## src/rtl/ctu_burst_gen_if.sv

```systemverilog
// Burst generator bus: burst request/control inputs and transducer/status outputs.
// The slave modport is the generator's view; master is the controller's view.
interface ctu_burst_gen_if;
   logic       iSTART;
   logic       iABORT;
   logic [7:0] iPULSES;
   logic       oTX;
   logic       oTX_N;
   logic       oBUSY;
   logic       oBLANK;
   logic       oDONE;
   logic [7:0] oBURST_CNT;

   modport slave (
      input  iSTART, iABORT, iPULSES,
      output oTX, oTX_N, oBUSY, oBLANK, oDONE, oBURST_CNT
   );

   modport master (
      output iSTART, iABORT, iPULSES,
      input  oTX, oTX_N, oBUSY, oBLANK, oDONE, oBURST_CNT
   );
endinterface

```

## src/rtl/ctu_burst_gen.sv

```systemverilog
// Ultrasonic transmit burst generator: drives N complementary square-wave
// pulses on the transducer legs, then gates the echo receiver for a blanking
// window, then strobes done and counts the completed burst.
// All outputs come straight from flops so the driver legs never glitch.
module ctu_burst_gen #(
   parameter int HALF_PERIOD  = 500,
   parameter int BLANK_CYCLES = 40000,
   parameter int CNT_W        = 16
) (
   input  logic             iCLK_40,
   input  logic             iRST,
   ctu_burst_gen_if.slave   bus
);

   typedef enum logic [1:0] {
      IDLE  = 2'd0,
      BURST = 2'd1,
      BLANK = 2'd2
   } state_t;

   localparam logic [CNT_W-1:0] HALF_LAST  = CNT_W'(HALF_PERIOD - 1);
   localparam logic [CNT_W-1:0] BLANK_LAST = CNT_W'(BLANK_CYCLES - 1);
   localparam logic [CNT_W-1:0] CNT_ZERO   = CNT_W'(0);
   localparam logic [CNT_W-1:0] CNT_ONE    = CNT_W'(1);

   state_t           state_r,     state_s;
   logic [CNT_W-1:0] half_cnt_r,  half_cnt_s;
   logic [CNT_W-1:0] blank_cnt_r, blank_cnt_s;
   logic [7:0]       pulse_cnt_r, pulse_cnt_s;
   logic [7:0]       burst_cnt_r, burst_cnt_s;
   logic             tx_r,        tx_s;
   logic             tx_n_r,      tx_n_s;
   logic             busy_r,      busy_s;
   logic             blank_r,     blank_s;
   logic             done_r,      done_s;

   // Next-state and next-output logic; tx_r doubles as the high/low half-cycle phase.
   always_comb begin
      state_s     = state_r;
      half_cnt_s  = half_cnt_r;
      blank_cnt_s = blank_cnt_r;
      pulse_cnt_s = pulse_cnt_r;
      burst_cnt_s = burst_cnt_r;
      tx_s        = tx_r;
      tx_n_s      = tx_n_r;
      busy_s      = busy_r;
      blank_s     = blank_r;
      done_s      = 1'b0;

      case (state_r)
         IDLE: begin
            tx_s    = 1'b0;
            tx_n_s  = 1'b0;
            busy_s  = 1'b0;
            blank_s = 1'b0;
            if (bus.iSTART && (bus.iPULSES != 8'd0) && !bus.iABORT) begin
               state_s     = BURST;
               pulse_cnt_s = bus.iPULSES;
               half_cnt_s  = CNT_ZERO;
               tx_s        = 1'b1;
               tx_n_s      = 1'b0;
               busy_s      = 1'b1;
            end else begin
               state_s = IDLE;
            end
         end

         BURST: begin
            if (bus.iABORT) begin
               state_s = IDLE;
               tx_s    = 1'b0;
               tx_n_s  = 1'b0;
               busy_s  = 1'b0;
               blank_s = 1'b0;
            end else if (half_cnt_r == HALF_LAST) begin
               half_cnt_s = CNT_ZERO;
               if (tx_r) begin
                  tx_s   = 1'b0;
                  tx_n_s = 1'b1;
               end else if (pulse_cnt_r == 8'd1) begin
                  // last low half-cycle ends: driver off, receiver gate opens
                  state_s     = BLANK;
                  blank_cnt_s = CNT_ZERO;
                  tx_s        = 1'b0;
                  tx_n_s      = 1'b0;
                  blank_s     = 1'b1;
               end else begin
                  pulse_cnt_s = pulse_cnt_r - 8'd1;
                  tx_s        = 1'b1;
                  tx_n_s      = 1'b0;
               end
            end else begin
               half_cnt_s = half_cnt_r + CNT_ONE;
            end
         end

         BLANK: begin
            if (bus.iABORT) begin
               state_s = IDLE;
               busy_s  = 1'b0;
               blank_s = 1'b0;
            end else if (blank_cnt_r == BLANK_LAST) begin
               state_s     = IDLE;
               busy_s      = 1'b0;
               blank_s     = 1'b0;
               done_s      = 1'b1;
               burst_cnt_s = burst_cnt_r + 8'd1;
            end else begin
               blank_cnt_s = blank_cnt_r + CNT_ONE;
            end
         end

         default: begin
            state_s = IDLE;
            tx_s    = 1'b0;
            tx_n_s  = 1'b0;
            busy_s  = 1'b0;
            blank_s = 1'b0;
         end
      endcase
   end

   // State, counter and output registers; reset drops the driver immediately.
   always_ff @(posedge iCLK_40 or posedge iRST) begin
      if (iRST) begin
         state_r     <= IDLE;
         half_cnt_r  <= CNT_ZERO;
         blank_cnt_r <= CNT_ZERO;
         pulse_cnt_r <= 8'd0;
         burst_cnt_r <= 8'd0;
         tx_r        <= 1'b0;
         tx_n_r      <= 1'b0;
         busy_r      <= 1'b0;
         blank_r     <= 1'b0;
         done_r      <= 1'b0;
      end else begin
         state_r     <= state_s;
         half_cnt_r  <= half_cnt_s;
         blank_cnt_r <= blank_cnt_s;
         pulse_cnt_r <= pulse_cnt_s;
         burst_cnt_r <= burst_cnt_s;
         tx_r        <= tx_s;
         tx_n_r      <= tx_n_s;
         busy_r      <= busy_s;
         blank_r     <= blank_s;
         done_r      <= done_s;
      end
   end

   assign bus.oTX        = tx_r;
   assign bus.oTX_N      = tx_n_r;
   assign bus.oBUSY      = busy_r;
   assign bus.oBLANK     = blank_r;
   assign bus.oDONE      = done_r;
   assign bus.oBURST_CNT = burst_cnt_r;

endmodule

```

## src/flat_wrapper.sv

```systemverilog
// flat-port wrapper written by rule: the top's interface ports become plain ports
module ctu_burst_gen_flat 
#(
   parameter int HALF_PERIOD  = 500,
   parameter int BLANK_CYCLES = 40000,
   parameter int CNT_W        = 16
)
  (iCLK_40, iRST, bus_iSTART, bus_iABORT, bus_iPULSES, bus_oTX, bus_oTX_N, bus_oBUSY, bus_oBLANK, bus_oDONE, bus_oBURST_CNT);
  ctu_burst_gen_if bus_i ();
  input  logic iCLK_40;
  input  logic iRST;
  input wire logic [$bits(bus_i.iSTART)-1:0] bus_iSTART;
  input wire logic [$bits(bus_i.iABORT)-1:0] bus_iABORT;
  input wire logic [$bits(bus_i.iPULSES)-1:0] bus_iPULSES;
  output wire logic [$bits(bus_i.oTX)-1:0] bus_oTX;
  output wire logic [$bits(bus_i.oTX_N)-1:0] bus_oTX_N;
  output wire logic [$bits(bus_i.oBUSY)-1:0] bus_oBUSY;
  output wire logic [$bits(bus_i.oBLANK)-1:0] bus_oBLANK;
  output wire logic [$bits(bus_i.oDONE)-1:0] bus_oDONE;
  output wire logic [$bits(bus_i.oBURST_CNT)-1:0] bus_oBURST_CNT;
  assign bus_i.iSTART = bus_iSTART;
  assign bus_i.iABORT = bus_iABORT;
  assign bus_i.iPULSES = bus_iPULSES;
  assign bus_oTX = bus_i.oTX;
  assign bus_oTX_N = bus_i.oTX_N;
  assign bus_oBUSY = bus_i.oBUSY;
  assign bus_oBLANK = bus_i.oBLANK;
  assign bus_oDONE = bus_i.oDONE;
  assign bus_oBURST_CNT = bus_i.oBURST_CNT;
  ctu_burst_gen #(.HALF_PERIOD(HALF_PERIOD), .BLANK_CYCLES(BLANK_CYCLES), .CNT_W(CNT_W)) u_core (.iCLK_40(iCLK_40), .iRST(iRST), .bus(bus_i));
endmodule
```

## config.mk

```make
export PLATFORM = sky130hd
export DESIGN_NAME = ctu_burst_gen_flat
export DESIGN_NICKNAME = d
export VERILOG_FILES = /design/src/rtl/ctu_burst_gen_if.sv /design/src/rtl/ctu_burst_gen.sv /design/src/flat_wrapper.sv
export SDC_FILE = /design/constraint.sdc
export NUM_CORES = 1
export LEC_CHECK = 0
export BUFFER_PORTS_ARGS = -buffer_cell sky130_fd_sc_hd__buf_2
export CORE_ASPECT_RATIO = 0.6
export CORE_UTILIZATION = 60
export CTS_CLUSTER_DIAMETER = 50
export DETAILED_ROUTE_END_ITERATION = 12
export GPL_TIMING_DRIVEN = 0
export PLACE_DENSITY = 0.8
export SLEW_MARGIN = 40
export SYNTH_ARGS = -nofsm -noshare
export SYNTH_HDL_FRONTEND = slang
export SYNTH_SLANG_ARGS = --single-unit
```

## constraint.sdc

```tcl
create_clock -name iCLK_40 -period 2.61 [get_ports iCLK_40]
set_input_delay 0 -clock iCLK_40 [delete_from_list [all_inputs] [get_ports iCLK_40]]
set_output_delay 0 -clock iCLK_40 [all_outputs]
set_load 0.01 [all_outputs]
```

==> results of run 1 <==
## power groups by stage
stage | logic (mW) | clock network, mW | registers, mW
final | 0.297 | 0.492 | 0.986
after global placement | 0.274 | 0 | 0.999
after floorplan | 0.209 | 0 | 0.986
after detailed placement | 0.284 | 0 | 1.00
after global routing | 0.330 | 0.539 | 0.997
after CTS | 0.293 | 0.504 | 0.983
## cell families after synthesis
kind of cell | share of synthesized area, %
multiplexers | 1.12
adder cells (fa/ha/maj) | 2.07
AO/OA/AOI/OAI | 17.7
buffers and inverters | 2.56
AND/OR/NAND/NOR | 25.6
flip-flops | 45.5
XOR/XNOR | 5.50
## worst max path at each step
stage | start | end | slack [ns]
2_1_floorplan | u_core.half_cnt_r[10] | u_core.blank_cnt_r[12] | 0.46
3_3_place_gp | u_core.half_cnt_r[0] | u_core.blank_cnt_r[15] | 0.15
3_5_place_dp | u_core.half_cnt_r[0] | u_core.blank_cnt_r[15] | 0.11
4_1_cts | u_core.half_cnt_r[0] | u_core.blank_cnt_r[15] | 0.11
5_1_grt | u_core.state_r[0] | u_core.half_cnt_r[5] | 0.04
6_report | u_core.state_r[0] | u_core.half_cnt_r[5] | 0.18
## per-layer routing
metal  up-vias  wire (um)  track usage (%)
met5         -          0                0
met4         0        104             9.67
met3        12        534             6.00
met2       127       2930             39.8
met1      1292       3440             44.2
li1       1289          -                -
## critical path: stages, from the launching register on
cell     delay, ns
dfrtp_1       0.43
or4b_2        0.70
a21oi_2       0.38
nor2_1        0.20
nor2_1        0.24
buf_2         0.28
nor2_1        0.08
## cell usage after synthesis (3+ instances only)
cell	number	share of area, %
o31ai_1	3	0.74
nand2_1	32	4.0
nand3_1	15	2.5
ha_1	5	2.1
and2_1	5	1.0
and3_1	8	1.7
clkbuf_1	6	0.74
nor3_1	8	1.3
a21o_1	3	0.74
dfrtp_1	55	45
a21oi_1	11	1.8
xor2_1	14	4.1
nand4_1	6	1.2
nor2_1	39	4.8
nor4_1	6	1.2
a31oi_1	12	2.5
xnor2_1	5	1.4
o2111ai_1	6	1.7
o21ai_0	26	4.3
mux2_2	3	1.1
inv_1	8	0.99
o22a_1	4	1.2
or3_1	4	0.83
## cell type report
cell class              instances  area share, %
well taps                      63           2.30
repair buffers                 32           6.07
multi-input cells             256           46.3
plain buffers                   9           1.28
clock inverters                 3          0.732
clock buffers                   5           2.01
inverters                       9           1.06
flip-flops and latches         55           40.2
## flip-flops by register name, indices dropped and copies added (netlist names)
| register | flops |
|---|---|
| u_core.bus.oTX_N | 1 |
| u_core.pulse_cnt_r | 8 |
| u_core.blank_cnt_r | 16 |
| u_core.bus.oDONE | 1 |
| u_core.bus.oBLANK | 1 |
| u_core.bus.oBURST_CNT | 8 |
| u_core.state_r | 2 |
| u_core.bus.oTX | 1 |
| u_core.half_cnt_r | 16 |
| u_core.bus.oBUSY | 1 |
## what timing repair did
item | CTS | global route
gates resized for setup | 0 | 1
buffers inserted | 0 | 1
hold buffers | 6 | 0
endpoints found under the setup margin | 0 | 18
endpoints found under the hold margin | 60 | 0
## layout by cell type, fill, tap and decap left out, types with 5 or more instances in the layout
cell	n
o21ai_0	26
nand3_1	15
inv_1	7
a31oi_1	12
o2111ai_1	6
nand2_1	32
clkbuf_1	6
clkbuf_8	5
dfrtp_1	55
nor3_1	8
nand4_1	6
dlygate4sd3_1	6
ha_1	5
nor2_1	39
xnor2_1	5
xor2_1	14
buf_2	26
and2_1	5
a21oi_1	11
and3_1	8
==> impl_metrics.env, run 1 <==
export IMPL_status="finished clean"
export IMPL_maxCapViolCount=0
export IMPL_worstMarginPinSlew_ns=0.718
export IMPL_p_per_area_mw_per_mm2=519
export IMPL_synth_main_ff_cell="dfrtp_1"
export IMPL_switching_share_pct=31.0
export IMPL_hold_end="u_core.pulse_cnt_r[7]"
export IMPL_ioPinCount=25
export IMPL_min_path_cells=4
export IMPL_vias=2720
export IMPL_grt_pass1_wl_um=11600
export IMPL_die_h_um=57.0
export IMPL_avgRoutedWirePerCell_um=16.2
export IMPL_syn_nets=346
export IMPL_hold_ws_ns=0.0202
export IMPL_hp_start="bus_iPULSES[7]"
export IMPL_pwr_share_clk_pct=27.7
export IMPL_stdcell_area_sq_mm=0.00342
export IMPL_place_ws_ns=0.105
export IMPL_required_ns=2.80
export IMPL_gp_congestion=0.897
export IMPL_hold_viol_final=0
export IMPL_syn_inst=329
export IMPL_cts_max_path_buffers=2
export IMPL_finalCoreUtilization_pct=72.7
export IMPL_syn_area_sq_mm=0.00303
export IMPL_tns_ns=0
export IMPL_yosys_warnings=0
export IMPL_antenna_cells=0
export IMPL_fin_nets=385
export IMPL_start_kind="register"
export IMPL_total_power_mw=1.78
export IMPL_final_period_utilization_pct=93.0
export IMPL_critPathKind="register to register"
export IMPL_ys_async_sr_fraction_pct=100
export IMPL_p_sw_mw=0.550
export IMPL_slew_violations=0
export IMPL_via_per_inst=6.30
export IMPL_wirelength_um=7010
export IMPL_cts_root_buf="clkbuf_8"
export IMPL_cp_max_fo=10
export IMPL_core_area_sq_mm=0.00471
export IMPL_grt_ovfl_total=0
export IMPL_fin_skew_ns=0.0152
export IMPL_drive_gt1_share_pct=15.2
export IMPL_cp_arrival_ns=2.62
export IMPL_yosysSeqAreaShare_pct=45.5
export IMPL_numClockSinks=55
export IMPL_multiInputGateArea_sq_mm=0.00158
export IMPL_place_area_sq_mm=0.00325
export IMPL_reg2regPathDepth=6
export IMPL_port_buffers=24
export IMPL_p_int_mw=1.23
export IMPL_final_seq_area_sq_mm=0.00138
export IMPL_avgSynthCellArea_sq_um=9.20
export IMPL_insertion_delay_ns=0.32
export IMPL_ys_types=58
export IMPL_fin_cells=432
export IMPL_p_leak_nw=1.54
export IMPL_synth_ff_latch_count=55
export IMPL_area_delta_synth_final_pct=13.1
export IMPL_start_util_pct=64.3
export IMPL_ant_nets=0
export IMPL_antenna_found_initial=0
export IMPL_fin_crit_ns=2.43
export IMPL_min_delay_path_class="primary input to register"
export IMPL_grt_max_degree=44
export IMPL_hpwl_um=5040
export IMPL_setup_slack_ns=0.182
export IMPL_die_area_sq_mm=0.00534
export IMPL_cts_buffers=5
export IMPL_end_kind="register"
export IMPL_vdd_drop_max_uv=258
export IMPL_synth_edf_count=0
export IMPL_setup_viol=0
export IMPL_drc=0
export IMPL_max_freq_ghz=0.412
export IMPL_rsz0062_at_grt="false"
export IMPL_place_inst=417
export IMPL_fillers=362
export IMPL_first_iter_violations=253
export IMPL_first_global_vias=2379
export IMPL_gr_usage_all_layers_pct=28.5
export IMPL_die_x_um=93.7
export IMPL_num_rows=19
export IMPL_cts_tree="done"
export IMPL_path_clk_slew_ns=0.11
export IMPL_pwr_share_comb_pct=16.7
export IMPL_r2r_slack_ns=0.18
export IMPL_cts_max_level=2
export IMPL_firstDrtPassIters=5
export IMPL_maxSlewHeadroom_pct=52.1
export IMPL_timing_rr_start="u_core.state_r[0]"
export IMPL_reg2reg_to="u_core.half_cnt_r[5]"
export IMPL_pwr_share_seq_pct=55.6
No activity file was read; power rests on OpenSTA's default activity.
==> run 2: changes to the inputs <==
Settings changed: HOLD_SLACK_MARGIN set to 0.12.
==> run 2 against run 1 <==
Critical endpoint unchanged. Final cell count increased by 0.69%. Total power grew 0.43%. Clock skew is essentially flat. Sequential power barely moved. Cell area grew 0.88%. Sequential cell count stayed put. Hold slack improved by 0.11 ns. Wire length grew 1.4%. Register-to-register slack is essentially flat. Non-clock buffer count up 3. First-iteration DRC count fell by 18%. Largest power group unchanged.
==> impl_metrics.env, run 2 (synthesis gave the netlist of run 1 again) <==
export IMPL_status="finished clean"
export IMPL_worstMarginPinSlew_ns=0.684
export IMPL_maxCapViolCount=0
export IMPL_insertion_delay_ns=0.32
export IMPL_reg_top3="u_core.blank_cnt_r (16), u_core.half_cnt_r (16)"
export IMPL_crit_top_cell="nor2_1"
export IMPL_hold_viol_final=0
export IMPL_pwr_share_comb_pct=17.0
export IMPL_die_h_um=57.0
export IMPL_required_ns=2.80
export IMPL_cts_root_buf="clkbuf_8"
export IMPL_cts_buffers=5
export IMPL_vdd_drop_max_uv=258
export IMPL_fin_skew_ns=0.0153
export IMPL_firstDrtPassIters=4
export IMPL_finalCoreUtilization_pct=73.3
export IMPL_ant_nets=0
export IMPL_via_per_inst=6.26
export IMPL_end_kind="register"
export IMPL_endpoint="u_core.half_cnt_r[5]"
export IMPL_p_int_mw=1.23
export IMPL_timing_rr_start="u_core.state_r[0]"
export IMPL_antenna_cells=0
export IMPL_first_iter_violations=207
export IMPL_total_power_mw=1.78
export IMPL_num_rows=19
export IMPL_cts_max_level=2
export IMPL_pwr_share_clk_pct=27.7
export IMPL_crit_slowest_cell="or4b_2"
export IMPL_p_per_area_mw_per_mm2=517
export IMPL_fin_crit_ns=2.44
export IMPL_grt_ovfl_total=0
export IMPL_hpwl_um=5040
export IMPL_p_leak_nw=1.55
export IMPL_startpoint="u_core.state_r[0]"
export IMPL_met2_usage_pct=40.3
export IMPL_core_area_sq_mm=0.00471
export IMPL_fin_nets=388
export IMPL_area_delta_synth_final_pct=14.1
export IMPL_die_area_sq_mm=0.00534
export IMPL_worst_path_largest_cell_delay_ns=0.70
export IMPL_gp_congestion=0.897
export IMPL_gr_usage_all_layers_pct=28.8
export IMPL_met3_usage_pct=6.00
export IMPL_drc=0
export IMPL_grt_max_degree=44
export IMPL_path_clk_slew_ns=0.11
export IMPL_grt_pass1_wl_um=11700
export IMPL_r2r_slack_ns=0.17
export IMPL_cp_arrival_ns=2.63
export IMPL_setup_viol=0
export IMPL_switching_share_pct=31.1
export IMPL_wirelength_um=7110
export IMPL_start_kind="register"
export IMPL_place_inst=417
export IMPL_p_sw_mw=0.554
export IMPL_maxSlewHeadroom_pct=54.4
export IMPL_first_global_vias=2408
export IMPL_cts_tree="done"
export IMPL_mostFrequentLayoutCell="dfrtp_1"
export IMPL_min_delay_path_class="primary input to register"
export IMPL_port_buffers=24
export IMPL_reg2regPathDepth=6
export IMPL_die_x_um=93.7
export IMPL_fin_cells=435
export IMPL_numClockSinks=55
export IMPL_start_util_pct=64.3
export IMPL_slew_violations=0
export IMPL_grt_busiest_layer="met1"
export IMPL_crit_chain="or4b_2 -> a21oi_2 -> nor2_1 -> nor2_1 -> buf_2 -> nor2_1"
export IMPL_use_met1_pct=44.6
export IMPL_pwr_share_seq_pct=55.4
export IMPL_reg2reg_to="u_core.half_cnt_r[5]"
export IMPL_tns_ns=0
export IMPL_layout_common_cells="dfrtp_1, nor2_1, nand2_1, buf_2, o21ai_0"
export IMPL_antenna_found_initial=0
export IMPL_drive_gt1_share_pct=15.1
export IMPL_avgRoutedWirePerCell_um=16.3
export IMPL_cp_max_fo=10
export IMPL_critPathKind="register to register"
export IMPL_cts_max_path_buffers=2
export IMPL_final_period_utilization_pct=93.3
export IMPL_ioPinCount=25
export IMPL_max_freq_ghz=0.411
export IMPL_vias=2722
export IMPL_rsz0062_at_grt="false"
## run 2: critical path, delay by kind of cell (launching register included)
kind | cells | cell delay (ns)
flops | 1 | 0.43
compound gates | 1 | 0.38
simple gates | 4 | 1.23
buf+inv | 1 | 0.28
## run 2: stage by stage
| stage | instance area, sq um | setup slack (ns) | hold slack (ns) |
|---|---|---|---|
| floorplan | 3030 | 0.457 | 0.0631 |
| global placement | 3220 | 0.147 | 0.247 |
| global route | 3450 | 0.0407 | 0.151 |
| detailed placement | 3250 | 0.105 | -0.0671 |
| CTS | 3440 | 0.107 | 0.129 |
| finish | 3450 | 0.175 | 0.134 |
## run 2: cell type report
class                      instances  area (sq um)
multi-input combinational        256          1580
sequential                        55          1380
fill                             354          1260
timing repair buffer              35           238
tap                               63          78.8
clock buffer                       5          68.8
buffer                             9          43.8
inverter                           9          36.3
clock inverter                     3          25.0
## run 2: routing by layer
layer  vias up  wire, um
met5         -         0
met4         0        96
met3        10       515
met2       109      2960
met1      1311      3540
li1       1292         -
## run 2: what timing repair did
action | CTS | global route
endpoints found under the setup margin | 0 | 18
buffers inserted | 0 | 1
gates resized for setup | 0 | 1
hold endpoints to repair | 64 | 0
hold buffers | 9 | 0
## run 2: power groups by stage
stage | combinational, mW | clock [mW] | sequential [mW]
floorplan | 0.209 | 0 | 0.986
global placement | 0.274 | 0 | 0.999
detailed placement | 0.284 | 0 | 1.00
CTS | 0.297 | 0.504 | 0.983
global route | 0.334 | 0.539 | 0.997
finish | 0.302 | 0.494 | 0.987
## run 2: worst min-delay path by stage
stage,from,slack (ns),cells after the start,to
after floorplan,bus_iABORT,0.06,1,u_core.bus.oBLANK
after detailed placement,iRST,-0.07,2,u_core.bus.oBURST_CNT[1]
final,bus_iPULSES[2],0.13,4,u_core.pulse_cnt_r[2]
after global routing,bus_iPULSES[2],0.15,4,u_core.pulse_cnt_r[2]
after CTS,iRST,0.13,3,u_core.bus.oBURST_CNT[2]
after global placement,bus_iABORT,0.25,2,u_core.bus.oBLANK
